===== src/rtl/fifo_enq_arbiter.sv =====
// fifo_enq_arbiter: round-robin arbiter with bounded bursts feeding one FIFO enqueue port.
// Define FIFO_ARB_STATS_EN to add saturating per-requester beat counters on grant_cnt_o.
module fifo_enq_arbiter #(
    parameter int NUM_REQ   = 4,
    parameter int DATA_W    = 8,
    parameter int MAX_BURST = 4,
    parameter int CNT_W     = 16
) (
    input  logic                       clk,
    input  logic                       rst,
    input  logic [NUM_REQ-1:0]         req_valid_i,
    input  logic [NUM_REQ*DATA_W-1:0]  req_data_i,
    output logic [NUM_REQ-1:0]         req_ready_o,
    output logic                       fifo_valid_o,
    output logic [DATA_W-1:0]          fifo_data_o,
    input  logic                       fifo_ready_i,
    output logic [$clog2(NUM_REQ)-1:0] owner_o
`ifdef FIFO_ARB_STATS_EN
    ,
    output logic [NUM_REQ*CNT_W-1:0]   grant_cnt_o
`endif
);
    localparam int IDX_W = $clog2(NUM_REQ);
    localparam int BC_W  = $clog2(MAX_BURST + 1);
    localparam logic [BC_W-1:0]  BURST_LAST = BC_W'(MAX_BURST - 1);
    localparam logic [IDX_W:0]   NUM_REQ_W  = (IDX_W + 1)'(NUM_REQ);
    localparam logic [NUM_REQ-1:0] ONE_HOT0 = {{(NUM_REQ - 1){1'b0}}, 1'b1};

    typedef enum logic [0:0] {
        ARB  = 1'b0,
        LOCK = 1'b1
    } state_e;

    state_e            state_q, state_d;
    logic [IDX_W-1:0]  rr_ptr_q, rr_ptr_d;
    logic [IDX_W-1:0]  owner_q, owner_d;
    logic [BC_W-1:0]   burst_cnt_q, burst_cnt_d;
    logic [IDX_W-1:0]  sel_s;
    logic              cand_valid_s;
    logic              beat_s;
    logic [DATA_W-1:0] word_s [NUM_REQ];

    function automatic logic [IDX_W-1:0] idx_inc(input logic [IDX_W-1:0] idx);
        logic [IDX_W:0] sum;
        sum = {1'b0, idx} + (IDX_W + 1)'(1);
        return (sum >= NUM_REQ_W) ? IDX_W'(sum - NUM_REQ_W) : sum[IDX_W-1:0];
    endfunction

    // Scanning from the far end lets the closest valid index to ptr win last.
    function automatic logic [IDX_W-1:0] rr_pick(input logic [NUM_REQ-1:0] valid,
                                                 input logic [IDX_W-1:0]   ptr);
        logic [IDX_W-1:0] pick;
        logic [IDX_W:0]   sum;
        logic [IDX_W-1:0] pos;
        pick = ptr;
        for (int k = NUM_REQ - 1; k >= 0; k--) begin
            sum = {1'b0, ptr} + (IDX_W + 1)'(k);
            pos = (sum >= NUM_REQ_W) ? IDX_W'(sum - NUM_REQ_W) : sum[IDX_W-1:0];
            if (valid[pos]) begin
                pick = pos;
            end else begin
                pick = pick;
            end
        end
        return pick;
    endfunction

    for (genvar g = 0; g < NUM_REQ; g++) begin : g_words
        assign word_s[g] = req_data_i[g*DATA_W +: DATA_W];
    end

    // Candidate selection: the locked owner, or the round-robin winner.
    always_comb begin
        if (state_q == LOCK) begin
            sel_s = owner_q;
        end else begin
            sel_s = rr_pick(req_valid_i, rr_ptr_q);
        end
    end

    assign cand_valid_s = req_valid_i[sel_s];
    assign beat_s       = cand_valid_s & fifo_ready_i;
    assign owner_o      = owner_q;

    // Zero-latency datapath; reset silences every handshake output.
    always_comb begin
        fifo_valid_o = 1'b0;
        fifo_data_o  = {DATA_W{1'b0}};
        req_ready_o  = {NUM_REQ{1'b0}};
        if (rst) begin
            fifo_valid_o = 1'b0;
        end else begin
            fifo_valid_o = cand_valid_s;
            fifo_data_o  = cand_valid_s ? word_s[sel_s] : {DATA_W{1'b0}};
            if ((state_q == LOCK) || cand_valid_s) begin
                req_ready_o = (ONE_HOT0 << sel_s) & {NUM_REQ{fifo_ready_i}};
            end else begin
                req_ready_o = {NUM_REQ{1'b0}};
            end
        end
    end

    // Next-state: burst accounting, stall lock and early release.
    always_comb begin
        state_d     = state_q;
        rr_ptr_d    = rr_ptr_q;
        owner_d     = owner_q;
        burst_cnt_d = burst_cnt_q;
        if (beat_s) begin
            owner_d = sel_s;
            if (burst_cnt_q == BURST_LAST) begin
                state_d     = ARB;
                rr_ptr_d    = idx_inc(sel_s);
                burst_cnt_d = {BC_W{1'b0}};
            end else begin
                state_d     = LOCK;
                burst_cnt_d = burst_cnt_q + BC_W'(1);
            end
        end else if (cand_valid_s) begin
            // Stalled: pin the candidate so the offered word cannot change.
            state_d = LOCK;
            owner_d = sel_s;
        end else if (state_q == LOCK) begin
            state_d     = ARB;
            rr_ptr_d    = idx_inc(owner_q);
            burst_cnt_d = {BC_W{1'b0}};
        end else begin
            state_d = ARB;
        end
    end

    // Arbiter state registers with synchronous reset.
    always_ff @(posedge clk) begin
        if (rst) begin
            state_q     <= ARB;
            rr_ptr_q    <= {IDX_W{1'b0}};
            owner_q     <= {IDX_W{1'b0}};
            burst_cnt_q <= {BC_W{1'b0}};
        end else begin
            state_q     <= state_d;
            rr_ptr_q    <= rr_ptr_d;
            owner_q     <= owner_d;
            burst_cnt_q <= burst_cnt_d;
        end
    end

`ifdef FIFO_ARB_STATS_EN
    localparam logic [CNT_W-1:0] CNT_MAX = {CNT_W{1'b1}};
    logic [CNT_W-1:0] cnt_q [NUM_REQ];

    // Saturating per-requester accepted-beat counters.
    always_ff @(posedge clk) begin
        if (rst) begin
            for (int i = 0; i < NUM_REQ; i++) begin
                cnt_q[i] <= {CNT_W{1'b0}};
            end
        end else begin
            for (int i = 0; i < NUM_REQ; i++) begin
                if (req_ready_o[i] && req_valid_i[i] && (cnt_q[i] != CNT_MAX)) begin
                    cnt_q[i] <= cnt_q[i] + CNT_W'(1);
                end else begin
                    cnt_q[i] <= cnt_q[i];
                end
            end
        end
    end

    for (genvar g = 0; g < NUM_REQ; g++) begin : g_cnt_out
        assign grant_cnt_o[g*CNT_W +: CNT_W] = cnt_q[g];
    end
`endif

endmodule

===== config.mk =====
export PLATFORM = sky130hd
export DESIGN_NAME = fifo_enq_arbiter
export DESIGN_NICKNAME = d
export VERILOG_FILES = /design/src/rtl/fifo_enq_arbiter.sv
export SDC_FILE = /design/constraint.sdc
export NUM_CORES = 1
export LEC_CHECK = 0
export CORE_MARGIN = 2
export CORE_UTILIZATION = 50
export CTS_BUF_LIST = sky130_fd_sc_hd__clkbuf_8
export CTS_CLUSTER_DIAMETER = 80
export DETAILED_ROUTE_END_ITERATION = 10
export DONT_BUFFER_PORTS = 1
export PLACE_DENSITY = 0.64
export SLEW_MARGIN = 10
export SYNTH_ARGS = -nofsm -noshare
export SYNTH_HDL_FRONTEND = slang
export SYNTH_SLANG_ARGS = --single-unit
export TNS_END_PERCENT = 10

===== constraint.sdc =====
create_clock -name clk -period 4.7 [get_ports clk]
set_input_delay 0.94 -clock clk [delete_from_list [all_inputs] [get_ports clk]]
set_output_delay 0.94 -clock clk [all_outputs]
set_load 0.05 [all_outputs]

**Word-level counts from Yosys, hierarchy flattened**

Index checks and enable logic that the tools add are counted.

- Flip-flop bits (word level): 8
- Bits of input ports: 39
- Output and inout bits: 15
- Logic and storage cells: 82

- $add $sub $neg: 12
- $lt $le $gt $ge: 12
- Equality and inequality tests: 3
- Shifts and indexed selects: 1
- Muxes and demuxes: 42
- Bitwise logic cells: 3
- Reduce and logical (&&, ||, !) cells: 5

Operators with widths:

| kind | count |
|---|---|
| $mux 2 | 17 |
| $mux 8 | 4 |
| $ge 3x3->1 const B | 6 |
| $bmux 8 s2 | 1 |
| $lt 2x3->1 const B | 5 |
| $mux 3 | 4 |
| $sub 2x1->2 const B | 6 |
| $bmux 1 s2 | 5 |
| $add 2x1->3 const B | 3 |
| $mux 1 | 9 |
| $mux 4 | 2 |
| $add 2x2->3 const B | 2 |
| $and 4x4->4 | 1 |
| $ne 2x1->1 const B | 2 |
| $reduce_bool 2->1 | 2 |
| $shl 1x2->4 const A | 1 |
| $add 3x1->3 const B | 1 |
| $eq 3x2->1 const B | 1 |
| $ge 2x3->1 const B | 1 |
| $not 2->3 | 1 |
| $reduce_and 3->1 | 1 |
| $reduce_and 2->1 | 1 |
| $and 1x1->1 | 1 |
| $logic_or 1x1->1 | 1 |

**Depth between registers and ports, before layout**

Gate-level depths: netlist of run 1.

- Depth in word-level cells: 16
- Depth in mapped cells: 10
- Gate-level depth less buffers: 7

**Worst setup path before layout of run 1**

No wires, ideal clock.

- Path kind: input-to-output
- Start: input req_valid_i[3]
- End: output req_ready_o[0]
- Arrival: 3.387 ns
- Required time: 3.760 ns
- Setup slack: 0.373 ns
- Stages: 8
- Path buffers: 3
- Path through: buf_4 > nand2b_1 > a211o_1 > and2_1 > o21a_1 > buf_2 > buf_2 > a211oi_1

- Word-level cells in the longest chain between the ends: 12
- Elaborated cells between the ends (all ways): 20
- Those cells by class: shift (1); mux (17); bitwise (1); reduce/logical (1)

Ends and longest elaborated chain:

| element | RTL line | source |
|---|---|---|
| start: declaration | 11 | `input logic [NUM_REQ-1:0] req_valid_i,` |
| $bmux 1 s2 | 59 | `if (valid[pos]) begin` |
| $mux 1 (not written as such) | 59 |  |
| $mux 2 (4 in a row) | 59 |  |
| $mux 2 | 74 | `if (state_q == LOCK) begin` |
| $bmux 1 s2 | 81 | `assign cand_valid_s = req_valid_i[sel_s];` |
| $mux 1 (not written as such) | 81 |  |
| $logic_or 1x1->1 | 95 | `if ((state_q == LOCK) \|\| cand_valid_s) begin` |
| $mux 4 (*) | 95 |  |
| $mux 4 (*) | 90 | `if (rst) begin` |
| end: declaration | 13 | `output logic [NUM_REQ-1:0] req_ready_o,` |

Every way passes the cells marked *; elsewhere a longest branch is shown, timed or not. The select of a mux whose other input is x is not followed.

**Final worst setup path of run 1**

- Start: register state_q
- End: output fifo_data_o[1]

- Word-level cells in the longest chain between the ends: 7
- Elaborated cells between the ends (all ways): 9
- Those cells by class: mux (8); bitwise (1)

Ends and longest elaborated chain:

| element | RTL line | source |
|---|---|---|
| start: declaration | 34 | `state_e state_q, state_d;` |
| start signal: assignment | 140 | `state_q <= state_d;` |
| $mux 2 (*) | 74 |  |
| $not 2->3 (not written as such) | 94 | `fifo_data_o = cand_valid_s ? word_s[sel_s] : {DATA_W{1'b0}};` |
| $bmux 8 s2 | 94 |  |
| $mux 8 (not written as such) (2 in a row) | 94 |  |
| $mux 8 (*) | 94 |  |
| $mux 8 (*) | 90 |  |
| end: declaration | 15 | `output logic [DATA_W-1:0] fifo_data_o,` |

Marked as above.

==> qor.csv, run 1 <==
stage,metric,value,unit
run_status,run status,"finished, final reports clean",
placed_design,RD Place Congestion,0.854,
floorplanning,# rows,16,
global_routing,antenna violations before repair,0,
synth,Yosys top cell area share,0.183,
synth,Synth Flop Type,dfxtp_1,
drt,vias per cell,6.22,
sta,Fin. Hold Viols,0,
layout,final instance count without filler cells,184,
power_and_ir_drop,Worst IR Drop VDD,0.355,mV
sta,Setup TNS,0,ns
synth,Async SR Flop Fraction,0,
drt,# DRC,0,
cts,Post-CTS Hold Buffers,0,
synth,Yosys cell types,41,
worst_hold_path,hold path cells,2,
floorplanning,Die Y,50.7,µm
synth,"top cells by count, synth","nand2_1, mux2i_1, a21oi_1, o21ai_0",
worst_setup_path,reg2reg setup slack,1.72,ns
global_routing,GRT overflow,0,
sta,worst slew pin tran,1.08,ns
placed_design,count of input and output buffers,0,
floorplanning,area of the core,2000,µm²
power_and_ir_drop,LEAKAGE,0.526,nW
placed_design,hpwl dp,2170,µm
floorplanning,Die Area,2570,µm²
layout,Nets,199,
drt,Initial DRC Count,23,
drt,WL per Instance,14.9,µm
worst_hold_path,WHS Endpoint,burst_cnt_q[0],
sta,Slew headroom,0.277,
layout,synthesis-to-layout area growth,12.1,%
worst_setup_path,WP data required,3.76,ns
run,max-cap violation count,0,
worst_setup_path,R2R depth,7,
sta,RSZ-0062 raised after global routing,false,
cts,H-tree depth,1,
layout,final instance area,1220,µm²
cts,Worst-path clk slew,0.04,ns
worst_setup_path,crit-path max FO,23,
sta,WHS,0.506,ns
worst_setup_path,CP Capture Type,output pin,
cts,CTS tree,done,
drt,Final ANT Viol Nets,0,
sta,setup violators final,0,
sta,Final Max Tran Viols,0,
synth,Syn. warnings,0,
synth,"Net Count, Synth",190,
sta,Final Cycle Share,0.865,
sta,Max Fclk,0.246,GHz
cts,root buf cell,clkbuf_8,
synth,register area share after synthesis,0.147,
global_routing,overall routing resource usage,0.228,
power_and_ir_drop,pwr dens,614,nW/µm²
synth,cell taking the most area after synthesis,mux2i_1,
placed_design,placed insts,181,
cts,cts bufs inserted,3,
drt,Post-Route WL,2750,µm
floorplanning,Top Ports,54,
synth,Synth Area per Inst,7.28,µm²
drt,DR vias,1145,
layout,layout cells sized above 1,0.146,
synth,Post-Synthesis Cell Area,1090,µm²
global_routing,vias in the first global route,1112,
cts,clk sink count,8,
sta,min Tclk post-route,4.07,ns
synth,Syn Inst Count,150,
sta,worst clock skew,0.00365,ns
synth,"count leader, synth",nand2_1,
worst_hold_path,worst hold path startpoint,burst_cnt_q[0],
synth,"top cells by area, synth","mux2i_1, dfxtp_1, nand2_1",
cts,Post-CTS Setup Bufs,0,
floorplanning,Initial Utilization,0.546,
placed_design,DP Area,1180,µm²
worst_setup_path,Worst R2R End,rr_ptr_q[1],
cts,post-CTS resize count,0,
synth,"EDFF count, synth",0,
worst_setup_path,Worst R2R Start,state_q,
worst_setup_path,Startpoint Class,register,
cts,worst skew pair latency,0.23,ns
drt,TritonRoute pass-1 iters,4,
worst_setup_path,crit path kind,reg -> out,
worst_hold_path,Hold Crit Class,reg -> reg,
synth,Yosys reg bits,8,
global_routing,first-pass GRT wire length,4620,µm
global_routing,largest net degree at the start of global routing,24,
cts,CTS max path bufs,2,
layout,# diodes,0,
worst_setup_path,Worst EP arrival,3.13,ns
floorplanning,Chip Width,50.7,µm
critical path, stage by stage (launching register included):
cell	delay [ns]
dfxtp_1	0.67
inv_1	0.25
o21ai_0	0.16
and2_1	0.24
o21a_1	0.87
mux2i_1	0.27
nand2_1	0.07
and3_1	0.18
buf_4	0.18
layout by cell type (no fill, tap or decap), types with 2 or more instances in the layout:
cell type and instances:
nand2_1 21, mux2i_1 20, buf_4 14, a21oi_1 9, o21ai_0 9, nand2b_1 8
and3_1 8, dfxtp_1 8, nor2_1 7, inv_1 5, and2_1 5, nor2b_1 4
nor3_1 3, nor4_1 3, clkbuf_8 3, or2_1 2, a211oi_1 2, o22ai_1 2
o41ai_1 2
state kept, by name, indices dropped and copies added (netlist names):
name         cells
rr_ptr_q         2
burst_cnt_q      3
state_q          1
owner_o          2
report_power, final:
| part | leakage, nW | total, mW | internal [mW] | switching, mW |
|---|---|---|---|---|
| clock | 0.0216 | 0.0840 | 0.0556 | 0.0284 |
| combinational | 0.439 | 0.524 | 0.201 | 0.323 |
| sequential | 0.0654 | 0.144 | 0.0877 | 0.0568 |
| total | 0.526 | 0.752 | 0.344 | 0.408 |
per-layer routing:
layer  vias up  share of wire  GRT usage
met2        59           0.49      0.423
met4         0          0.016     0.0676
met3         6          0.075     0.0476
li1        565              -          -
met5         -              0          0
met1       515           0.42      0.258
through the flow:
| stage | worst slack (ns) | power [mW] | utilization |
|---|---|---|---|
| floorplan | 0.373 | 0.564 | - |
| global placement | 0.839 | 0.655 | 0.591 |
| detailed placement | 0.725 | 0.668 | 0.591 |
| CTS | 0.641 | 0.754 | 0.612 |
| global route | 0.402 | 0.811 | 0.612 |
| finish | 0.633 | 0.752 | 0.612 |
cell families (layout without fill, tap and decap cells):
logic type	after synthesis	count (layout)	synth area share
simple gates	66	66	0.316
mux	21	21	0.194
buf+inv	15	22	0.0653
fa+ha+maj	1	1	0.0115
flops	8	8	0.147
compound gates	39	39	0.267
worst max path at each step:
stage                         from        endpoint  slack [ns]  depth (start not counted)
detailed placement  req_valid_i[0]  fifo_data_o[2]        0.73                          8
global placement    req_valid_i[0]  fifo_data_o[3]        0.84                          8
finish                     state_q  fifo_data_o[1]        0.63                          8
global route               state_q  fifo_data_o[2]        0.40                          8
CTS                        state_q  fifo_data_o[1]        0.64                          8
floorplan           req_valid_i[3]  req_ready_o[0]        0.37                          8
area by class of cell:
| type | instances | area [µm²] |
|---|---|---|
| multi-input combinational | 127 | 866 |
| fill | 196 | 777 |
| sequential | 8 | 160 |
| timing repair buffer | 14 | 105 |
| clock buffer | 3 | 41.3 |
| tap | 27 | 33.8 |
| inverter | 5 | 18.8 |
Power figures use the tool's default switching activity.
==> run 2, diff against run 1 <==
Settings changed: CORE_ASPECT_RATIO set to 1.1.
==> run 2 against run 1 <==
Combinational power increased by 15%. Register-to-register slack about the same. Sequential power decreased by 8%. Critical endpoint unchanged.
==> qor.csv, run 2 (same netlist as run 1, synthesis figures left out) <==
stage,metric,value,unit,change
cts,root buf cell,clkbuf_8,,unchanged
drt,TritonRoute pass-1 iters,4,,unchanged
power_and_ir_drop,Clk network pwr share,0.100,,was 0.112
floorplanning,Die Y,53.0,µm,was 50.7 µm
power_and_ir_drop,Reg power frac,0.163,,was 0.192
layout,# diodes,0,,unchanged
floorplanning,Die Area,2570,µm²,about the same
cts,worst skew pair latency,0.23,ns,about the same
run,max-cap violation count,0,,unchanged
sta,RSZ-0062 raised after global routing,false,,unchanged
sta,Final Max Tran Viols,0,,unchanged
floorplanning,Top Ports,54,,unchanged
power_and_ir_drop,total power,0.817,mW,was 0.752 mW
worst_setup_path,Worst EP arrival,3.19,ns,was 3.13 ns
global_routing,busiest grt layer,met2,,unchanged
drt,Post-Route WL,2720,µm,was 2750 µm
layout,synthesis-to-layout area growth,21.4,%,was 12.1%
worst_setup_path,crit-path max FO,23,,unchanged
cts,Worst-path clk slew,0.04,ns,about the same
sta,Final Cycle Share,0.878,,was 0.865
sta,worst clock skew,0.00649,ns,was 0.00365 ns
global_routing,overall routing resource usage,0.224,,was 0.228
worst_setup_path,Startpoint Class,register,,unchanged
run_status,run status,"finished, final reports clean",,unchanged
power_and_ir_drop,pwr dens,616,nW/µm²,was 614 nW/µm²
cts,CTS tree,done,,unchanged
global_routing,met1 Usage GRT,0.251,,was 0.258
drt,# DRC,0,,unchanged
placed_design,RD Place Congestion,0.876,,was 0.854
global_routing,antenna violations before repair,0,,unchanged
worst_setup_path,WP data required,3.76,ns,about the same
power_and_ir_drop,Int Pwr,0.400,mW,was 0.344 mW
floorplanning,Initial Utilization,0.535,,was 0.546
layout,layout cells sized above 1,0.146,,unchanged
global_routing,vias in the first global route,1156,,was 1112
power_and_ir_drop,sw frac,0.510,,was 0.543
sta,Fin. Hold Viols,0,,unchanged
cts,post-CTS resize count,0,,unchanged
floorplanning,Chip Width,48.6,µm,was 50.7 µm
sta,min Tclk post-route,4.13,ns,was 4.07 ns
layout,Nets,199,,unchanged
cts,clk sink count,8,,unchanged
cts,Post-CTS Setup Bufs,0,,unchanged
sta,Slew headroom,0.277,,about the same
cts,CTS max path bufs,2,,unchanged
global_routing,GRT overflow,0,,unchanged
sta,Setup TNS,0,ns,unchanged
sta,worst slew pin tran,1.08,ns,about the same
sta,PnR worst setup slack,0.574,ns,was 0.633 ns
drt,DR vias,1144,,was 1145
layout,"commonest non-fill, non-tap cells in the layout","nand2_1, mux2i_1, a21oi_1, o21ai_0",,"was nand2_1, mux2i_1, buf_4"
global_routing,GR Util met3,0.0424,,was 0.0476
global_routing,met2 Track Usage GR,0.433,,was 0.423
placed_design,count of input and output buffers,0,,unchanged
power_and_ir_drop,LEAKAGE,0.552,nW,was 0.526 nW
drt,Final ANT Viol Nets,0,,unchanged
cts,H-tree depth,1,,unchanged
power_and_ir_drop,combinational cell fraction of total power,0.737,,was 0.696
power_and_ir_drop,Worst IR Drop VDD,0.370,mV,was 0.355 mV
layout,register bank with the most flops,burst_cnt_q,,unchanged
drt,vias per cell,6.18,,was 6.22
worst_setup_path,CP Capture Type,output pin,,unchanged
floorplanning,area of the core,2040,µm²,was 2000 µm²
cts,cts bufs inserted,3,,unchanged
sta,setup violators final,0,,unchanged
floorplanning,# rows,17,,was 16
global_routing,first-pass GRT wire length,4620,µm,unchanged
worst_setup_path,crit path kind,reg -> out,,unchanged
global_routing,largest net degree at the start of global routing,24,,unchanged
drt,WL per Instance,14.7,µm,was 14.9 µm
placed_design,Setup Slack @ Placement,0.701,ns,was 0.725 ns
layout,Largest register FFs,3,,unchanged
worst_hold_path,Hold Crit Class,reg -> reg,,unchanged
placed_design,hpwl dp,2160,µm,was 2170 µm
sta,Max Fclk,0.242,GHz,was 0.246 GHz
cts,Post-CTS Hold Buffers,0,,unchanged
drt,Initial DRC Count,13,,was 23
power_and_ir_drop,switching power total,0.417,mW,was 0.408 mW
layout,final design utilization,0.650,,was 0.612
layout,"commonest non-fill, non-tap cell in the layout",nand2_1,,unchanged
==> run 2: cell count changes in the layout (fill, tap and decap cells not counted) <==
cell,before,now
buf_4,14,6
buf_12,0,8
==> run 2: final timing paths <==
kind | startpoint | endpoint | slack (ns) | depth (start not counted)
max | state_q | fifo_data_o[1] | 0.57 | 8
min | burst_cnt_q[1] | burst_cnt_q[1] | 0.50 | 2
max reg2reg | state_q | rr_ptr_q[1] | 1.72 | 7
min reg2reg | burst_cnt_q[1] | burst_cnt_q[1] | 0.50 | 2
==> run 2: area by class of cell <==
cell class                      instances  area, µm²
Multi-Input combinational cell        127        866
Fill cell                             178        716
Timing Repair Buffer                   14        205
Sequential cell                         8        160
Clock buffer                            3       41.3
Tap cell                               28       35.0
Inverter                                5       18.8
==> run 2: layer usage <==
metal / share of wire / vias to the layer above
met5: 0 / -
met4: 0.015 / 0
met3: 0.079 / 6
met2: 0.51 / 57
met1: 0.40 / 516
li1: - / 565
==> run 2: through the flow <==
step | hold WS, ns | area (µm²) | std cells
floorplan | 0.474 | 1090 | 150
global placement | 0.484 | 1280 | 182
CTS | 0.504 | 1330 | 185
detailed placement | 0.497 | 1280 | 182
global route | 0.526 | 1330 | 185
finish | 0.505 | 1330 | 185
==> run 2: critical path: stages (launching register included) <==
cell and delay [ns]:
dfxtp_1 0.67, inv_1 0.26, o21ai_0 0.16, and2_1 0.26, o21a_1 0.87, mux2i_1 0.27
nand2_1 0.07, and3_1 0.23, buf_12 0.15
==> run 2: power by group through the flow <==
stage	combinational (mW)	sequential (mW)	clock [mW]
2_1_floorplan	0.441	0.122	0
3_3_place_gp	0.593	0.132	0
3_5_place_dp	0.604	0.133	0
4_1_cts	0.605	0.132	0.0819
5_1_grt	0.653	0.136	0.0859
6_report	0.602	0.133	0.0820
